[config.mk]
export PLATFORM = sky130hd
export DESIGN_NAME = counter_seq_ctrl
export DESIGN_NICKNAME = d
export VERILOG_FILES = /design/src/rtl/counter_seq_ctrl.sv
export SDC_FILE = /design/constraint.sdc
export NUM_CORES = 1
export LEC_CHECK = 0
export ABC_AREA = 1
export CAP_MARGIN = 20
export CORE_ASPECT_RATIO = 0.7
export CORE_MARGIN = 8
export CORE_UTILIZATION = 35
export DETAILED_ROUTE_END_ITERATION = 12
export GPL_TIMING_DRIVEN = 0
export PLACE_DENSITY = 0.53
export RECOVER_POWER = 50
export SLEW_MARGIN = 30
export SYNTH_ARGS = -nofsm -noshare
export SYNTH_HDL_FRONTEND = slang
export SYNTH_SLANG_ARGS = --single-unit
[constraint.sdc]
create_clock -name clk -period 2.45 [get_ports clk]
set_clock_uncertainty 0.05 [all_clocks]
set_input_delay 0.735 -clock clk [delete_from_list [all_inputs] [get_ports clk]]
set_output_delay 0.735 -clock clk [all_outputs]
set_load 0.1 [all_outputs]
[src/rtl/counter_seq_ctrl.sv]
// Start/pause/stop sequencer with programmable tick prescaler for the 0-99 count datapath.
// Define COUNTER_SEQ_AUTORELOAD_EN to re-preset and keep running on a target match instead of entering DONE.
module counter_seq_ctrl #(
  parameter int unsigned TICK_DIV = 32'd100000000
) (
  input  logic       clk,
  input  logic       reset_n,
  input  logic       start,
  input  logic       pause,
  input  logic       stop,
  input  logic       dir_req,
  input  logic       target_en,
  input  logic [7:0] target,
  input  logic [7:0] count,
  output logic       tick,
  output logic       updown,
  output logic       clr,
  output logic       busy,
  output logic       done,
  output logic [1:0] state
);

  localparam int unsigned PW = (TICK_DIV > 32'd2) ? $clog2(TICK_DIV) : 32'd1;
  localparam logic [PW-1:0] PRESC_MAX = PW'(TICK_DIV - 32'd1);

  typedef enum logic [1:0] {
    ST_IDLE  = 2'b00,
    ST_RUN   = 2'b01,
    ST_PAUSE = 2'b10,
    ST_DONE  = 2'b11
  } state_e;

  state_e        state_r, state_n;
  logic [PW-1:0] presc_r, presc_n;
  logic          updown_r, updown_n;
  logic          clr_r, clr_n;
  logic          done_r, done_n;
  logic          busy_r, busy_n;
  logic          tick_s;
  logic          match_s;
  logic [7:0]    nxt_s;

  assign tick_s = (state_r == ST_RUN) && (presc_r == PRESC_MAX);

  // Value the datapath will hold after the next tick, used for target matching
  always_comb begin
    nxt_s = 8'd0;
    if (updown_r) begin
      if (count >= 8'd99) nxt_s = 8'd0;
      else                nxt_s = count + 8'd1;
    end else begin
      if (count == 8'd0)  nxt_s = 8'd99;
      else                nxt_s = count - 8'd1;
    end
  end

  assign match_s = tick_s && target_en && (nxt_s == target);

  // Next-state, prescaler and registered-output decode; stop beats start beats pause
  always_comb begin
    state_n  = state_r;
    presc_n  = presc_r;
    updown_n = updown_r;
    clr_n    = 1'b0;
    done_n   = 1'b0;
    case (state_r)
      ST_IDLE: begin
        updown_n = dir_req;
        if (!stop && start) begin
          state_n = ST_RUN;
          presc_n = {PW{1'b0}};
          clr_n   = 1'b1;
        end else begin
          state_n = ST_IDLE;
        end
      end
      ST_RUN: begin
        if (tick_s) presc_n = {PW{1'b0}};
        else        presc_n = presc_r + PW'(1);
        if (stop) begin
          state_n = ST_IDLE;
        end else if (start) begin
          state_n = ST_RUN;
          presc_n = {PW{1'b0}};
          clr_n   = 1'b1;
        end else if (match_s) begin
          done_n  = 1'b1;
`ifdef COUNTER_SEQ_AUTORELOAD_EN
          state_n = ST_RUN;
          presc_n = {PW{1'b0}};
          clr_n   = 1'b1;
`else
          state_n = ST_DONE;
`endif
        end else if (pause) begin
          state_n = ST_PAUSE;
        end else begin
          state_n = ST_RUN;
        end
      end
      ST_PAUSE: begin
        // Prescaler holds here so the interrupted period resumes where it left off
        updown_n = dir_req;
        if (stop) begin
          state_n = ST_IDLE;
        end else if (start) begin
          state_n = ST_RUN;
          presc_n = {PW{1'b0}};
          clr_n   = 1'b1;
        end else if (pause) begin
          state_n = ST_RUN;
        end else begin
          state_n = ST_PAUSE;
        end
      end
      ST_DONE: begin
        if (stop) begin
          state_n = ST_IDLE;
        end else if (start) begin
          state_n = ST_RUN;
          presc_n = {PW{1'b0}};
          clr_n   = 1'b1;
        end else begin
          state_n = ST_DONE;
        end
      end
      default: begin
        state_n = ST_IDLE;
        presc_n = {PW{1'b0}};
      end
    endcase
    busy_n = (state_n == ST_RUN) || (state_n == ST_PAUSE);
  end

  // State and output registers
  always_ff @(posedge clk or negedge reset_n) begin
    if (!reset_n) begin
      state_r  <= ST_IDLE;
      presc_r  <= {PW{1'b0}};
      updown_r <= 1'b1;
      clr_r    <= 1'b0;
      done_r   <= 1'b0;
      busy_r   <= 1'b0;
    end else begin
      state_r  <= state_n;
      presc_r  <= presc_n;
      updown_r <= updown_n;
      clr_r    <= clr_n;
      done_r   <= done_n;
      busy_r   <= busy_n;
    end
  end

  assign tick   = tick_s;
  assign updown = updown_r;
  assign clr    = clr_r;
  assign done   = done_r;
  assign busy   = busy_r;
  assign state  = state_r;

endmodule

==> results of run 1 <==
## how the worst max path moves through the flow
| stage | start | endpoint | slack [ns] | cells after the start |
|---|---|---|---|---|
| final | presc_r[19]$_DFFE_PN0P_ | tick | -0.05 | 8 |
| after global routing | presc_r[17]$_DFFE_PN0P_ | tick | -0.13 | 8 |
| after CTS | presc_r[17]$_DFFE_PN0P_ | tick | -0.08 | 8 |
| after detailed placement | presc_r[17]$_DFFE_PN0P_ | tick | -0.73 | 8 |
| after global placement | presc_r[17]$_DFFE_PN0P_ | tick | -0.73 | 8 |
| after floorplan | state[1]$_DFF_PN0_ | tick | 0.004 | 3 |
## layer usage
layer  wire length (um)  global-route usage  vias up
li1                   -                   -     1261
met1               3776              0.2116     1070
met2               2661              0.1918       38
met3                264             0.02909        4
met4                 27             0.02431        0
met5                  0                   0        -
## power by group through the flow
| stage | combinational [mW] | clock (mW) | sequential [mW] |
|---|---|---|---|
| 2_1_floorplan | 0.183 | 0 | 0.663 |
| 3_3_place_gp | 0.371 | 0 | 0.603 |
| 3_5_place_dp | 0.376 | 0 | 0.604 |
| 4_1_cts | 0.375 | 0.551 | 0.593 |
| 5_1_grt | 0.423 | 0.579 | 0.597 |
| 6_report | 0.384 | 0.542 | 0.592 |
## Yosys cell counts, types with 2 or more instances
master,count
a21oi_1,7
a22oi_1,3
clkbuf_1,2
dfrtp_1,32
ha_1,4
inv_1,46
inv_2,2
nand2_1,95
nand2_2,5
nand2_4,4
nand3_1,28
nand3_2,5
nand3b_1,3
nand4_1,10
nor2_1,42
nor2_2,6
nor2_4,3
nor3_1,7
nor3_2,2
o21ai_0,22
o21ai_1,2
o22ai_1,4
xnor2_1,2
xor2_1,10
## critical path, stage by stage, from the launching register on
cell	delay (ns)
dfrtp_1	0.41
inv_2	0.10
nand2_1	0.07
nor2_2	0.11
nand3_1	0.11
nor2_2	0.18
nand2_2	0.09
nor2_4	0.16
buf_12	0.19
## state kept, by name (all words and copies together), names as in the netlist
signal,count
clr,1
done,1
busy,1
presc_r,27
updown,1
state,2
## final cells by class
class | instances | area, um^2
inverters | 50 | 196.4
clock inverters | 1 | 30.03
well taps | 98 | 122.6
plain buffers | 4 | 26.28
multi-input cells | 275 | 1535
repair buffers | 37 | 319.1
clock buffers | 7 | 86.33
flip-flops and latches | 33 | 828.3
fillers | 745 | 3980
## cells by family (layout without fill, tap and decap cells)
logic type                 after synthesis  in the layout  synth area share
adders and majority gates                4              4           0.01992
AOI/OAI and AO/OA                       44             44            0.1031
DFF                                     33             33            0.3292
and+or+nand+nor                        215            215            0.4193
xor gates and xnor gates                12             12           0.04183
buffers and inverters                   54             99           0.08665
## through the flow
stage / power, mW / std cells
finish: 1.518 / 505
global route: 1.599 / 505
CTS: 1.519 / 499
detailed placement: 0.9799 / 489
global placement: 0.9733 / 488
floorplan: 0.8460 / 362
## timing repair
action                                  4_1_cts  5_1_grt
pin swaps                                     2       12
buffers inserted                              2        6
gates resized for setup                      31       28
endpoints found under the setup margin       23        8
==> results.yml, run 1 <==
detailed_routing:
  first_pass_iters: 5
  vias_per_cell: 4.699
  drt_wl_total_um: 6729
  drc: 0
  via_count: 2373
  wl_per_cell_um: 13.32
  drt_iter0_drc: 124
  ant_nets: 0
cells_and_area:
  final_common_cell: "nand2_1"
  postLayoutCoreUtil: 0.4413
  area_growth_pct: 25.15
  finalInstanceArea_mm2: 0.003144
  finalNetCount: 433
  n_antenna_cell: 0
  layout_common_cells: "92 x nand2_1, 41 x inv_1, 38 x nor2_1"
  layout-drive-gt1-share: 0.1941
sta:
  final.setup.worst_slack_ns: -0.05357
  max_freq_mhz: 399.4
  post-route-min-period_ns: 2.504
  finalSetupViolCount: 1
  drv_slew: 0
  hold_viol: 0
  max_slew_margin: 0.03862
  rsz0062_at_grt: "true"
  setup_tns_ns: -0.05357
  hold_ws_ns: 0.3006
  tightest_slew_ns: 1.442
  post-route-period-util: 1.022
worst_setup_path:
  r2r_start: "presc_r[1]$_DFFE_PN0P_"
  required_ns: 1.66
  worstSetupPathType: "reg -> out"
  r2r-end: "presc_r[20]$_DFFE_PN0P_"
  r2r_cells: 10
  start_kind: "flip-flop"
  r2r_setup_slack_ns: 0.25
  worst_ep_arrival_time_ns: 1.72
  endpoint_kind: "output pin"
  critPathMaxFanout: 5
die:
  num_rows: 26
  dieArea_mm2: 0.01019
  die_h_um: 86.89
  start_util: 0.3527
  die-width_um: 117.3
  coreArea_mm2: 0.007124
  io_pins: 30
placement:
  port_buffers: 28
  gp_congestion: 0.8875
  dpl.hpwl_um: 5196
  place_ws_ns: -0.7300
  placement.cell_area_mm2: 0.002939
synth:
  synth_area_mm2: 0.002512
  async_reset_ff_frac: 1.000
  yosysTopAreaCell: "dfrtp_1"
  synth_cell_types: 40
  syn_inst: 362
  yosysSeqAreaShare: 0.3292
  synth_edf_count: 0
  synth.top_cell.area_share: 0.3187
  ys.flop_type: "dfrtp_1"
  syn_area_per_cell_um2: 6.940
  synth_seq_cells: 33
  yosys-top-cells-area: "dfrtp_1 32%, nand2_1 14%, inv_1 6.9%"
  synth_fp_nets: 389
  synth_warnings: 0
power_and_ir_drop:
  combPwrFrac: 0.253
  max-vdd-ir-drop_uv: 255.1
  power.density_mw_per_mm2: 482.9
  leakage_nw: 1.417
  p_switching_mw: 0.4954
  clockPowerShare: 0.357
  p_int_mw: 1.023
  seqPwrFrac: 0.390
  swShare: 0.3263
clock_network:
  cts_buffers: 5
  clockBufferDepth: 2
  insertion_delay_ns: 0.29
  clk_pin_slew_ns: 0.07
  cts_max_level: 2
  cts_tree: "built"
  holdBufCountCts: 0
  cts_sinks: 33
  cts_root_buffer: "clkbuf_8"
grt:
  antenna_found_initial: 0
  grt_pass1_vias: 2245
  grt_max_degree: 26
  grt_usage: 0.1383
  globalRouteOverflowTotal: 0
  grt_pass1_wl_um: 11090
run:
  maxCapViolations: 0
outcome:
  violations: "setup timing"
  status: "finished with violations"
min_path:
  hp-class: "in -> async"
(Power assumes the default switching activity.)
==> run 2: changes to the inputs <==
- CELL_PAD_IN_SITES_DETAIL_PLACEMENT: not set -> 1
- CELL_PAD_IN_SITES_GLOBAL_PLACEMENT: not set -> 2
- CORE_MARGIN: 8 -> 2
- CORE_UTILIZATION: 35 -> 31
- PLACE_DENSITY: 0.53 -> 0.78
==> run 2 against run 1 <==
  * The flow still finishes with violations (setup timing)
  * Cell area is 4.3% higher
  * Combinational power is 6.5% higher
  * Clock power is 25% higher
  * Non-clock buffer count rose by 4
  * Cell count up 1.4%
  * Setup slack worse by 0.030 ns
  * Count of clock-buffer cells in the layout unchanged
  * Routed wire length up 17%
  * Largest cell class unchanged
==> results.yml, run 2 (synthesis results as in run 1) <==
outcome:
  status: "finished with violations"
  violations: "setup timing"
clock_network:
  cts_sinks: 33
  cts_root_buffer: "clkbuf_16"
  cts_max_level: 2
  cts_tree: "built"
  holdBufCountCts: 0
  insertion_delay_ns: 0.28
  clk_pin_slew_ns: 0.06
  cts_buffers: 5
  clockBufferDepth: 2
cells_and_area:
  n_antenna_cell: 0
  largest_reg_flops: 27
  finalNetCount: 437
  layout_common_cells: "85 x nand2_1, 39 x inv_1, 37 x nor2_1"
  finalInstanceArea_mm2: 0.003278
  area_growth_pct: 30.48
  postLayoutCoreUtil: 0.4165
  final_common_cell: "nand2_1"
  finalNonFillerCells: 512
  largest-register: "presc_r"
  layout-drive-gt1-share: 0.2360
worst_setup_path:
  r2r_cells: 12
  max_stage_delay_ns: 0.38
  worstSetupPathType: "reg -> out"
  critical_path_buf_inv_count: 1
  endpoint_kind: "output pin"
  cp_cell_sequence: "ha_2, nand4_1, nor2_4, nand2_2, nor2_4, buf_12"
  path_depth: 6
  critical_path.top_delay_family: "simple AND/OR/NAND/NOR gates"
  required_ns: 1.66
  critPathMaxFanout: 3
  cp-startpoint: "presc_r[0]$_DFFE_PN0P_"
  start_kind: "flip-flop"
  r2r_start: "presc_r[0]$_DFFE_PN0P_"
  worst_ep_arrival_time_ns: 1.75
  critPathSlowestCell: "dfrtp_1"
  timing.critical_path.mode_cell: "nor2_4"
grt:
  grt_pass1_wl_um: 13230
  grt_usage: 0.1906
  grt_max_degree: 26
  globalRouteOverflowTotal: 0
  antenna_found_initial: 0
  grt_pass1_vias: 2511
sta:
  hold_viol: 0
  final.setup.worst_slack_ns: -0.08343
  max_freq_mhz: 394.7
  max_slew_margin: 0.04181
  hold_ws_ns: 0.3307
  rsz0062_at_grt: "true"
  post-route-period-util: 1.034
  tightest_slew_ns: 1.437
  drv_slew: 0
  post-route-min-period_ns: 2.533
  finalSetupViolCount: 1
placement:
  placement.cell_area_mm2: 0.002943
  port_buffers: 28
  dpl.hpwl_um: 5978
  gp_congestion: 0.8239
  dp_cells: 492
power_and_ir_drop:
  max-vdd-ir-drop_uv: 331.5
  seqPwrFrac: 0.353
  total_power_mw: 1.677
  p_int_mw: 1.132
  swShare: 0.3250
  leakage_nw: 1.485
  power.density_mw_per_mm2: 511.6
  clockPowerShare: 0.403
  combPwrFrac: 0.244
  p_switching_mw: 0.5451
die:
  num_rows: 27
  start_util: 0.3192
  dieArea_mm2: 0.008852
  io_pins: 30
  die-width_um: 111.6
  die_h_um: 79.32
  coreArea_mm2: 0.007871
run:
  maxCapViolations: 0
detailed_routing:
  first_pass_iters: 4
  wl_per_cell_um: 15.43
  drc: 0
  vias_per_cell: 4.977
  ant_nets: 0
  drt_wl_total_um: 7901
  via_count: 2548
  drt_iter0_drc: 117
min_path:
  hp-class: "in -> async"
run 2: layer usage:
layer	up-vias	GRT usage	part of all wire
li1	1276	-	-
met4	0	0.03086	0.0042
met1	1225	0.3001	0.56
met2	43	0.2665	0.39
met5	-	0	0
met3	4	0.03969	0.043
run 2: power by group through the flow:
| stage | Clock (mW) | Sequential [mW] | Combinational [mW] |
|---|---|---|---|
| 2_1_floorplan | 0 | 0.663 | 0.183 |
| 3_3_place_gp | 0 | 0.602 | 0.376 |
| 3_5_place_dp | 0 | 0.603 | 0.383 |
| 4_1_cts | 0.691 | 0.594 | 0.386 |
| 5_1_grt | 0.713 | 0.596 | 0.453 |
| 6_report | 0.676 | 0.592 | 0.409 |
run 2: through the flow:
| stage | setup TNS [ns] | worst slack (ns) |
|---|---|---|
| finish | -0.08343 | -0.08343 |
| global route | -1.370 | -0.1722 |
| CTS | -0.1691 | -0.1560 |
| detailed placement | -10.67 | -0.7551 |
| global placement | -17.11 | -0.7131 |
| floorplan | 0 | 0.003660 |
run 2: layout make-up:
cell class                 count  area (um^2)
multi-input combinational    275         1587
clock inverter                 1        5.005
clock buffer                   7        152.6
fill                        1024         4593
tap                          101        126.4
buffer                         4        28.78
sequential                    33        828.3
timing repair buffer          41        351.6
inverter                      50        198.9
run 2: final timing paths:
check                                           to  slack, ns
min reg2reg                presc_r[26]$_DFFE_PN0P_       0.43
max in group asynchronous   presc_r[4]$_DFFE_PN0P_       0.33
max reg2reg                presc_r[26]$_DFFE_PN0P_       0.14
min in group clk           presc_r[26]$_DFFE_PN0P_       0.43
max                                           tick      -0.08
min                        presc_r[26]$_DFFE_PN0P_       0.33
run 2: repair_timing:
action / 4_1_cts / 5_1_grt
pin swaps: 2 / 19
endpoints found under the setup margin: 32 / 18
gates resized for setup: 35 / 53
hold endpoints to repair: 0 / 0
buffers inserted: 2 / 10
==> run 3: changes to the inputs <==
--- a/config.mk
+++ b/config.mk
@@ -11,3 +11,2 @@
 export CELL_PAD_IN_SITES_GLOBAL_PLACEMENT = 2
-export CORE_ASPECT_RATIO = 0.7
 export CORE_MARGIN = 2
--- a/constraint.sdc
+++ b/constraint.sdc
@@ -4,2 +4,2 @@
 set_output_delay 0.735 -clock clk [all_outputs]
-set_load 0.1 [all_outputs]
+set_load 0.05 [all_outputs]
==> run 3 against run 2 <==
  * The flow now finishes without violations
  * Utilization is 0.56 points lower
  * Sequential power is 0.8% higher
  * Critical path depth stayed put
  * Combinational power is 13% lower
  * Cell area is 2.1% lower
  * Non-clock buffer count is 5 higher
  * Clock power is 18% lower
  * Critical path type unchanged
  * Largest cell class unchanged
==> results.yml, run 3 (synthesis results as in run 1) <==
cells_and_area:
  final_common_cell: "nand2_1"
  largest-register: "presc_r"
  n_antenna_cell: 0
  seq_area_um2: 829.5
  num-fill-cells: 1013
  largest_reg_flops: 27
  finalNetCount: 442
  layout_common_cells: "92 x nand2_1, 39 x inv_1, 38 x nor2_1"
  area_growth_pct: 27.69
  multiInputGateArea_mm2: 0.001528
  layout-drive-gt1-share: 0.2163
detailed_routing:
  topRoutingLayerUsed: "met4"
  wl_met1_um: 3596
  ant_nets: 0
  drt_iter0_drc: 42
  drc: 0
  first_pass_iters: 4
  wl_met2_um: 3246
  wl_met3_um: 160
  vias_per_cell: 4.811
  wl_per_cell_um: 13.63
  via_count: 2492
  drt_wl_total_um: 7062
die:
  coreArea_mm2: 0.007807
  start_util: 0.3218
  io_pins: 30
  num_rows: 32
  dieArea_mm2: 0.008841
  die_h_um: 94.03
  die-width_um: 94.03
worst_setup_path:
  worstSetupPathType: "reg -> out"
  r2r_setup_slack_ns: 0.17
  endpoint_kind: "output pin"
  critPathMaxFanout: 4
  required_ns: 1.66
  worst_ep_arrival_time_ns: 1.62
  start_kind: "flip-flop"
sta:
  max_slew_margin: 0.05402
  hold_ws_ns: 0.3314
  post-route-min-period_ns: 2.404
  hold_viol: 0
  post-route-period-util: 0.9812
  finalSetupViolCount: 0
  drv_slew: 0
  max_freq_mhz: 416.0
  rsz0062_at_grt: "true"
  tightest_slew_ns: 1.419
clock_network:
  clockBufferDepth: 2
  cts_root_buffer: "clkbuf_8"
  cts_max_level: 2
  clk_pin_slew_ns: 0.08
  cts_sinks: 33
  insertion_delay_ns: 0.29
  cts_tree: "built"
  cts_buffers: 5
  holdBufCountCts: 0
min_path:
  hp-class: "in -> async"
power_and_ir_drop:
  leakage_nw: 1.436
  max-vdd-ir-drop_uv: 201.4
  power.density_mw_per_mm2: 469.2
  total_power_mw: 1.505
outcome:
  status: "completed"
grt:
  grt_usage: 0.1710
  globalRouteOverflowTotal: 0
  grt_pass1_vias: 2539
  grt_pass1_wl_um: 12070
  antenna_found_initial: 0
  grt_max_degree: 25
placement:
  port_buffers: 28
  dpl.hpwl_um: 5589
  gp_congestion: 0.7736
run:
  maxCapViolations: 0
-- run 3: changes by cell type in the layout (fill, tap and decap cells not counted), sizes merged --
cell / delta
clkbuf: -1
dlygate4sd2: -2
buf: +5
inv: -1
bufinv: +1
clkdlybuf4s15: -2
clkdlybuf4s50: +5
-- run 3: what timing repair did --
action | in CTS | in global routing
setup buffers | 3 | 14
endpoints found under the hold margin | 0 | 0
pin swaps | 2 | 17
setup endpoints to repair | 9 | 25
gates resized for setup | 25 | 32
-- run 3: worst max-delay path: stages (launching register included) --
cell and delay [ns]:
dfrtp_1 0.43, ha_4 0.16, nand4_1 0.15, nor2_2 0.20
nand2_2 0.10, nor2_4 0.14, buf_8 0.15
-- run 3: routing by layer --
layer / up-vias / global-route usage
li1: 1279 / -
met1: 1182 / 0.2345
met2: 25 / 0.2899
met3: 6 / 0.01926
met4: 0 / 0.03623
met5: - / 0
-- run 3: per-stage QoR --
step	TNS [ns]	utilization	setup slack, ns	area (um^2)	cells
floorplan	0	-	0.1605	2515	362
global placement	-13.46	0.3744	-0.6427	2923	492
detailed placement	-8.012	0.3763	-0.7024	2938	493
CTS	-0.09346	0.3934	-0.05772	3072	504
global route	-0.7864	0.4109	-0.06470	3208	518
finish	0	0.4109	0.04596	3208	518
-- run 3: cell type report --
cell class | count | area share
inverter | 50 | 0.06123
multi-input combinational | 275 | 0.4762
clock buffer | 7 | 0.02691
clock inverter | 1 | 0.009360
buffer | 4 | 0.008190
sequential | 33 | 0.2586
timing repair buffer | 46 | 0.1197
tap | 102 | 0.03978
-- run 3: path summary, 6_finish.rpt --
kind,from,end,cells past startpoint
setup / recovery,presc_r[0]$_DFFE_PN0P_,tick,6
min in group clk,presc_r[26]$_DFFE_PN0P_,presc_r[26]$_DFFE_PN0P_,1
hold / removal,reset_n,presc_r[25]$_DFFE_PN0P_,1
max in group asynchronous,reset_n,presc_r[0]$_DFFE_PN0P_,2
hold reg to reg,presc_r[26]$_DFFE_PN0P_,presc_r[26]$_DFFE_PN0P_,1
setup reg to reg,presc_r[0]$_DFFE_PN0P_,presc_r[20]$_DFFE_PN0P_,11
-- run 3: where the power goes --
group,leakage (nW),switching (mW),internal (mW)
clock,0.0585,0.220,0.332
combinational,0.930,0.224,0.131
sequential,0.448,0.0295,0.568
total,1.44,0.474,1.03
